## config.mk

```make
export PLATFORM = sky130hd
export DESIGN_NAME = branch_predict_unit
export DESIGN_NICKNAME = d
export VERILOG_FILES = /design/src/rtl/branch_predict_unit.sv
export SDC_FILE = /design/constraint.sdc
export NUM_CORES = 1
export LEC_CHECK = 0
export ABC_CLOCK_PERIOD_IN_PS = 27300
export BUFFER_PORTS_ARGS = -buffer_cell sky130_fd_sc_hd__buf_2
export CAP_MARGIN = 20
export CORE_MARGIN = 5
export CORE_UTILIZATION = 25
export DETAILED_ROUTE_END_ITERATION = 10
export GPL_TIMING_DRIVEN = 0
export MAX_ROUTING_LAYER = met4
export PLACE_DENSITY = 0.39
export SYNTH_ARGS = -nofsm -noshare
export SYNTH_HDL_FRONTEND = slang
export SYNTH_SLANG_ARGS = --single-unit
```

## constraint.sdc

```tcl
create_clock -name clk -period 27.3 [get_ports clk]
set_input_delay 5.46 -clock clk [delete_from_list [all_inputs] [get_ports clk]]
set_output_delay 5.46 -clock clk [all_outputs]
set_load 0.05 [all_outputs]
```

## src/rtl/branch_predict_unit.sv

```systemverilog
`default_nettype none
// +--------------------------------------------------------------------------+
// | Module  : branch_predict_unit                                            |
// | Purpose : Direct-mapped BTB with 2-bit direction counters for fetch,     |
// |           plus branch condition evaluation, misprediction detection,     |
// |           table training and saturating statistics for execute.          |
// | Ports   : clk, reset (async, active-high)                                |
// |           if_pc -> pred_taken, pred_target          (fetch lookup)       |
// |           res_valid/res_pc/res_rs/res_rt/res_type/res_target/            |
// |           res_pred_target -> res_taken, mispredict, redirect_pc          |
// |           branch_cnt, mispred_cnt                   (statistics)         |
// | Revision: 1.0  initial release                                           |
// +--------------------------------------------------------------------------+
module branch_predict_unit #(
  parameter int WORD_SIZE   = 16,
  parameter int BTB_ENTRIES = 16,
  parameter int CNT_WIDTH   = 16,
  parameter int PREDICT_EN  = 1
) (
  input  logic                 clk,
  input  logic                 reset,
  input  logic [WORD_SIZE-1:0] if_pc,
  output logic                 pred_taken,
  output logic [WORD_SIZE-1:0] pred_target,
  input  logic                 res_valid,
  input  logic [WORD_SIZE-1:0] res_pc,
  input  logic [WORD_SIZE-1:0] res_rs,
  input  logic [WORD_SIZE-1:0] res_rt,
  input  logic [2:0]           res_type,
  input  logic [WORD_SIZE-1:0] res_target,
  input  logic [WORD_SIZE-1:0] res_pred_target,
  output logic                 res_taken,
  output logic                 mispredict,
  output logic [WORD_SIZE-1:0] redirect_pc,
  output logic [CNT_WIDTH-1:0] branch_cnt,
  output logic [CNT_WIDTH-1:0] mispred_cnt
);

  localparam int IDX_BITS = $clog2(BTB_ENTRIES);
  localparam int TAG_BITS = WORD_SIZE - IDX_BITS;

  // Conditional-branch encodings in res_type[1:0]
  localparam logic [1:0] C_BNE = 2'b00;
  localparam logic [1:0] C_BEQ = 2'b01;
  localparam logic [1:0] C_BGZ = 2'b10;
  localparam logic [1:0] C_BLZ = 2'b11;

  localparam logic [1:0] C_CTR_RESET = 2'b01;
  localparam logic [1:0] C_CTR_MAX   = 2'b11;
  localparam logic [1:0] C_CTR_WEAK  = 2'b10;

  // Table state
  logic                 valid_q  [BTB_ENTRIES];
  logic                 valid_d  [BTB_ENTRIES];
  logic [TAG_BITS-1:0]  tag_q    [BTB_ENTRIES];
  logic [TAG_BITS-1:0]  tag_d    [BTB_ENTRIES];
  logic [WORD_SIZE-1:0] target_q [BTB_ENTRIES];
  logic [WORD_SIZE-1:0] target_d [BTB_ENTRIES];
  logic [1:0]           ctr_q    [BTB_ENTRIES];
  logic [1:0]           ctr_d    [BTB_ENTRIES];

  logic [CNT_WIDTH-1:0] branch_cnt_q, branch_cnt_d;
  logic [CNT_WIDTH-1:0] mispred_cnt_q, mispred_cnt_d;

  // ---------------------------------------------------------------- lookup
  logic [IDX_BITS-1:0] w_if_idx;
  logic [TAG_BITS-1:0] w_if_tag;
  logic                w_if_hit;

  assign w_if_idx = if_pc[IDX_BITS-1:0];
  assign w_if_tag = if_pc[WORD_SIZE-1:IDX_BITS];
  assign w_if_hit = valid_q[w_if_idx] && (tag_q[w_if_idx] == w_if_tag);

  assign pred_taken  = (PREDICT_EN != 0) && !reset && w_if_hit && ctr_q[w_if_idx][1];
  assign pred_target = pred_taken ? target_q[w_if_idx] : if_pc + WORD_SIZE'(1);

  // ------------------------------------------------------------ resolution
  logic                 w_cond;
  logic [WORD_SIZE-1:0] w_actual;

  always_comb begin
    w_cond = 1'b1;
    if (res_type[2]) begin
      case (res_type[1:0])
        C_BNE:   w_cond = (res_rs != res_rt);
        C_BEQ:   w_cond = (res_rs == res_rt);
        C_BGZ:   w_cond = !res_rs[WORD_SIZE-1] && (res_rs != '0);
        C_BLZ:   w_cond = res_rs[WORD_SIZE-1];
        default: w_cond = 1'b0;
      endcase
    end
  end

  assign res_taken   = res_valid && !reset && w_cond;
  assign w_actual    = res_taken ? res_target : res_pc + WORD_SIZE'(1);
  assign redirect_pc = w_actual;
  assign mispredict  = res_valid && !reset && (w_actual != res_pred_target);

  // -------------------------------------------------------------- training
  logic [IDX_BITS-1:0] w_res_idx;
  logic [TAG_BITS-1:0] w_res_tag;
  logic                w_res_hit;
  logic                w_train;

  assign w_res_idx = res_pc[IDX_BITS-1:0];
  assign w_res_tag = res_pc[WORD_SIZE-1:IDX_BITS];
  assign w_res_hit = valid_q[w_res_idx] && (tag_q[w_res_idx] == w_res_tag);
  assign w_train   = res_valid && (PREDICT_EN != 0);

  always_comb begin
    valid_d  = valid_q;
    tag_d    = tag_q;
    target_d = target_q;
    ctr_d    = ctr_q;
    if (w_train) begin
      if (res_taken) begin
        if (w_res_hit) begin
          if (ctr_q[w_res_idx] != C_CTR_MAX) begin
            ctr_d[w_res_idx] = ctr_q[w_res_idx] + 2'd1;
          end
          target_d[w_res_idx] = res_target;
        end else begin
          // Allocate / replace: jumps start strongly taken, branches weakly
          valid_d[w_res_idx]  = 1'b1;
          tag_d[w_res_idx]    = w_res_tag;
          target_d[w_res_idx] = res_target;
          ctr_d[w_res_idx]    = res_type[2] ? C_CTR_WEAK : C_CTR_MAX;
        end
      end else if (w_res_hit && (ctr_q[w_res_idx] != 2'b00)) begin
        ctr_d[w_res_idx] = ctr_q[w_res_idx] - 2'd1;
      end
    end
  end

  // ------------------------------------------------------------ statistics
  always_comb begin
    branch_cnt_d  = branch_cnt_q;
    mispred_cnt_d = mispred_cnt_q;
    if (res_valid && (branch_cnt_q != '1)) begin
      branch_cnt_d = branch_cnt_q + CNT_WIDTH'(1);
    end
    if (mispredict && (mispred_cnt_q != '1)) begin
      mispred_cnt_d = mispred_cnt_q + CNT_WIDTH'(1);
    end
  end

  assign branch_cnt  = branch_cnt_q;
  assign mispred_cnt = mispred_cnt_q;

  // ------------------------------------------------------------- registers
  always_ff @(posedge clk or posedge reset) begin
    if (reset) begin
      for (int i = 0; i < BTB_ENTRIES; i++) begin
        valid_q[i]  <= 1'b0;
        tag_q[i]    <= '0;
        target_q[i] <= '0;
        ctr_q[i]    <= C_CTR_RESET;
      end
      branch_cnt_q  <= '0;
      mispred_cnt_q <= '0;
    end else begin
      for (int i = 0; i < BTB_ENTRIES; i++) begin
        valid_q[i]  <= valid_d[i];
        tag_q[i]    <= tag_d[i];
        target_q[i] <= target_d[i];
        ctr_q[i]    <= ctr_d[i];
      end
      branch_cnt_q  <= branch_cnt_d;
      mispred_cnt_q <= mispred_cnt_d;
    end
  end

endmodule
`default_nettype wire

```

==> metrics.md <==
| Metric | Value |
|---|---|
| Final setup fails | `0` |
| Hold WC Path Type | `reg -> reg` |
| HP Start | `branch_cnt[15]` |
| Post-CTS setup buffer count | `0` |
| Most frequent cells in the layout | `512 x dfrtp_1, 481 x mux2_2, 215 x mux4_2` |
| Total power | `2.425 mW` |
| Post-CTS resize count | `0` |
| Non-filler instance count after layout | `3700` |
| P&R area growth vs syn | `17.31%` |
| Share of layout cells above drive strength 1 | `0.4637` |
| Top Ports | `169` |
| Worst skew pair latency | `0.67 ns` |
| Worst reg2reg path depth | `8` |
| DR iter-0 viols | `1255` |
| Top FF cell, synth | `dfrtp_1` |
| Area of the mapped netlist | `0.02754 sq mm` |
| H-tree lvl count | `2` |
| R2R Path Start | `tag_q[2]` |
| Syn Area/Cell | `14.12 sq um` |
| Final setup skew | `0.05394 ns` |
| Syn. warnings | `0` |
| Worst-path maximum fanout | `10` |
| Pre-antenna DRT Iters | `5` |
| Final Hold Fails | `0` |
| Post-Route WL | `99090 um` |
| Reg-to-reg slack, setup | `22.97 ns` |
| Core box area | `0.1092 sq mm` |
| GRT Resource Usage Total | `0.1719` |
| Lkg Pwr | `13.94 nW` |
| Initial antenna violation count | `8` |
| Yosys top cell area share | `0.4652` |
| Root Driver | `clkbuf_16` |
| Critical path depth | `13` |
| Fmax | `57.18 MHz` |
| Hold Path Depth | `1` |
| Top post-synthesis cells by area | `dfrtp_1 47%, mux2_2 20%, mux4_2 18%, xnor2_1 1.7%, dfstp_2 1.5%` |
| Post-Syn Nets | `2062` |
| CP arrival | `12.03 ns` |
| I/O Buffers | `146` |
| Capturing element type of the critical path | `output port` |
| Period utilization | `0.6406` |
| Yosys reg bits | `528` |
| Async SR Flop Fraction | `1.000` |
| Residual DRC | `0` |
| Reg-to-Reg End | `valid_q[15]` |
| Run status | `finished clean` |
| Starting Density | `0.2523` |
| Syn Inst Count | `1951` |
| Worst Path Required | `21.84 ns` |
| Gr ovfl total | `0` |
| Post-synthesis sequential area ratio | `0.4805` |
| DIE AREA | `0.1169 sq mm` |
| Crit-path cells | `buf_2, clkbuf_1, buf_1, buf_8, clkbuf_1, mux4_2, mux4_2, xor2_1, a2111oi_0, nand3_1, clkbuf_1, a21oi_1, buf_2` |
| Worst slew pin tran | `1.175 ns` |
| Total clock sinks | `528` |
| Critical path class | `in -> out` |
| Cell family with most CP delay | `buffers and inverters` |
| TritonCTS Buffers | `61` |
| Max rail drop VDD | `47.73 uV` |
| Critical path buffer and inverter count | `7` |
| Post-layout min period | `17.49 ns` |
| Placed cell count | `3582` |
| Number of synthesized flops with an enable pin | `0` |
| Hold EP | `branch_cnt[15]` |
| Most used cell, CP | `clkbuf_1` |
| CTS tree | `yes` |
| Max Slew Vio Count | `0` |
| GPL Wtd Cong | `0.9023` |
| Fin nets | `2284` |
| Largest stage delay, worst path | `0.89 ns` |
| Hold-fix buffers, CTS | `0` |
| Unrepaired setup endpoints after global routing | `false` |
| PwrDens | `75.07 mW/mm^2` |
| CP Launch Type | `primary input` |
| Clock buffer depth | `3` |
| First-pass GRT wire length | `142300 um` |
| Die width | `341.9 um` |
| Vias in the first global route | `19110` |
| Clock slew at reported path FFs | `0.06 ns` |
| Leading area contributor after synthesis | `dfrtp_1` |
| Row count | `121` |
| Vias post-DR | `18210` |
| Maxcap violations | `0` |
| Drt wl/cell | `26.78 um` |
| Slowest cell on the critical path | `a2111oi_0` |
| Worst relative slew slack | `0.2167` |
| Commonest non-fill, non-tap cell in the layout | `dfrtp_1` |
| Die height | `341.9 um` |
| Post-DR vias/cell | `4.922` |
| Dpl hpwl | `72060 um` |
| Largest net degree at the start of global routing | `129` |
| ANT nets after route | `0` |
| Synth cell types | `49` |
==> per-stage QoR <==
| step | worst slack (ns) | cell area, sq um | hold slack, ns | utilization | TNS [ns] |
|---|---|---|---|---|---|
| after floorplan | 1.258 | 27540 | 0.4569 | - | 0 |
| after global placement | -7.770 | 30120 | 0.4754 | 0.2759 | -1165.96 |
| after detailed placement | 9.921 | 30320 | 0.4829 | 0.2778 | 0 |
| after CTS | 9.905 | 32230 | 0.4965 | 0.2953 | 0 |
| after global routing | 9.694 | 32300 | 0.5087 | 0.2959 | 0 |
| final | 9.811 | 32300 | 0.4888 | 0.2960 | 0 |
==> state kept, by name, indices dropped and copies added (netlist names) <==
signal       cells
ctr_q           32
mispred_cnt     16
valid_q         16
target_q       256
branch_cnt      16
tag_q          192
==> where the power goes <==
| group | internal, mW | switching, mW |
|---|---|---|
| Combinational | 0.290 | 0.267 |
| Clock | 0.460 | 0.342 |
| Sequential | 0.957 | 0.109 |
| Total | 1.71 | 0.718 |
==> synth_stat cells, drive strengths merged, types with 20 or more instances <==
master	number
xnor2	55
nand3	46
mux2	483
mux4	215
nor2	79
dfrtp	512
nand4	24
buf	88
o211ai	23
clkbuf	83
xor2	42
and3	20
nand2	99
a21oi	20
==> layout make-up <==
class | instances | area, sq um
clock buffer | 95 | 1764
multi-input combinational | 1239 | 13540
buffer | 171 | 723.2
clock inverter | 12 | 143.9
inverter | 13 | 56.30
timing repair buffer | 159 | 984.7
antenna | 7 | 17.52
sequential | 528 | 13230
tap | 1476 | 1847
fill | 10970 | 76850
==> how the worst max path moves through the flow <==
stage	start	to	slack [ns]
2_1_floorplan	reset	redirect_pc[10]	1.26
3_3_place_gp	reset	mispredict	-7.77
3_5_place_dp	if_pc[0]	pred_target[11]	9.92
4_1_cts	if_pc[0]	pred_target[14]	9.91
5_1_grt	if_pc[1]	pred_target[14]	9.69
6_report	if_pc[1]	pred_target[14]	9.81
==> per-layer routing <==
layer | global-route usage | share of wire | vias to the layer above
li1 | - | - | 7744
met1 | 0.2330 | 0.45 | 9725
met2 | 0.2559 | 0.44 | 615
met3 | 0.04851 | 0.078 | 128
met4 | 0.04222 | 0.025 | 0
met5 | - | 0 | -
==> cell families (layout without fill, tap and decap cells) <==
logic type / count (synthesis) / count (layout) / synth area share
AO/OA/AOI/OAI: 79 / 79 / 0.01867
adder cells (fa/ha/maj): 9 / 9 / 0.004089
buffers and inverters: 184 / 450 / 0.02799
other: 0 / 7 / 0
XOR/XNOR: 97 / 97 / 0.03085
multiplexers: 699 / 699 / 0.3737
AND/OR/NAND/NOR: 355 / 355 / 0.06420
flip-flops: 528 / 528 / 0.4805
Note: power is estimated with default switching activity, not from simulation.
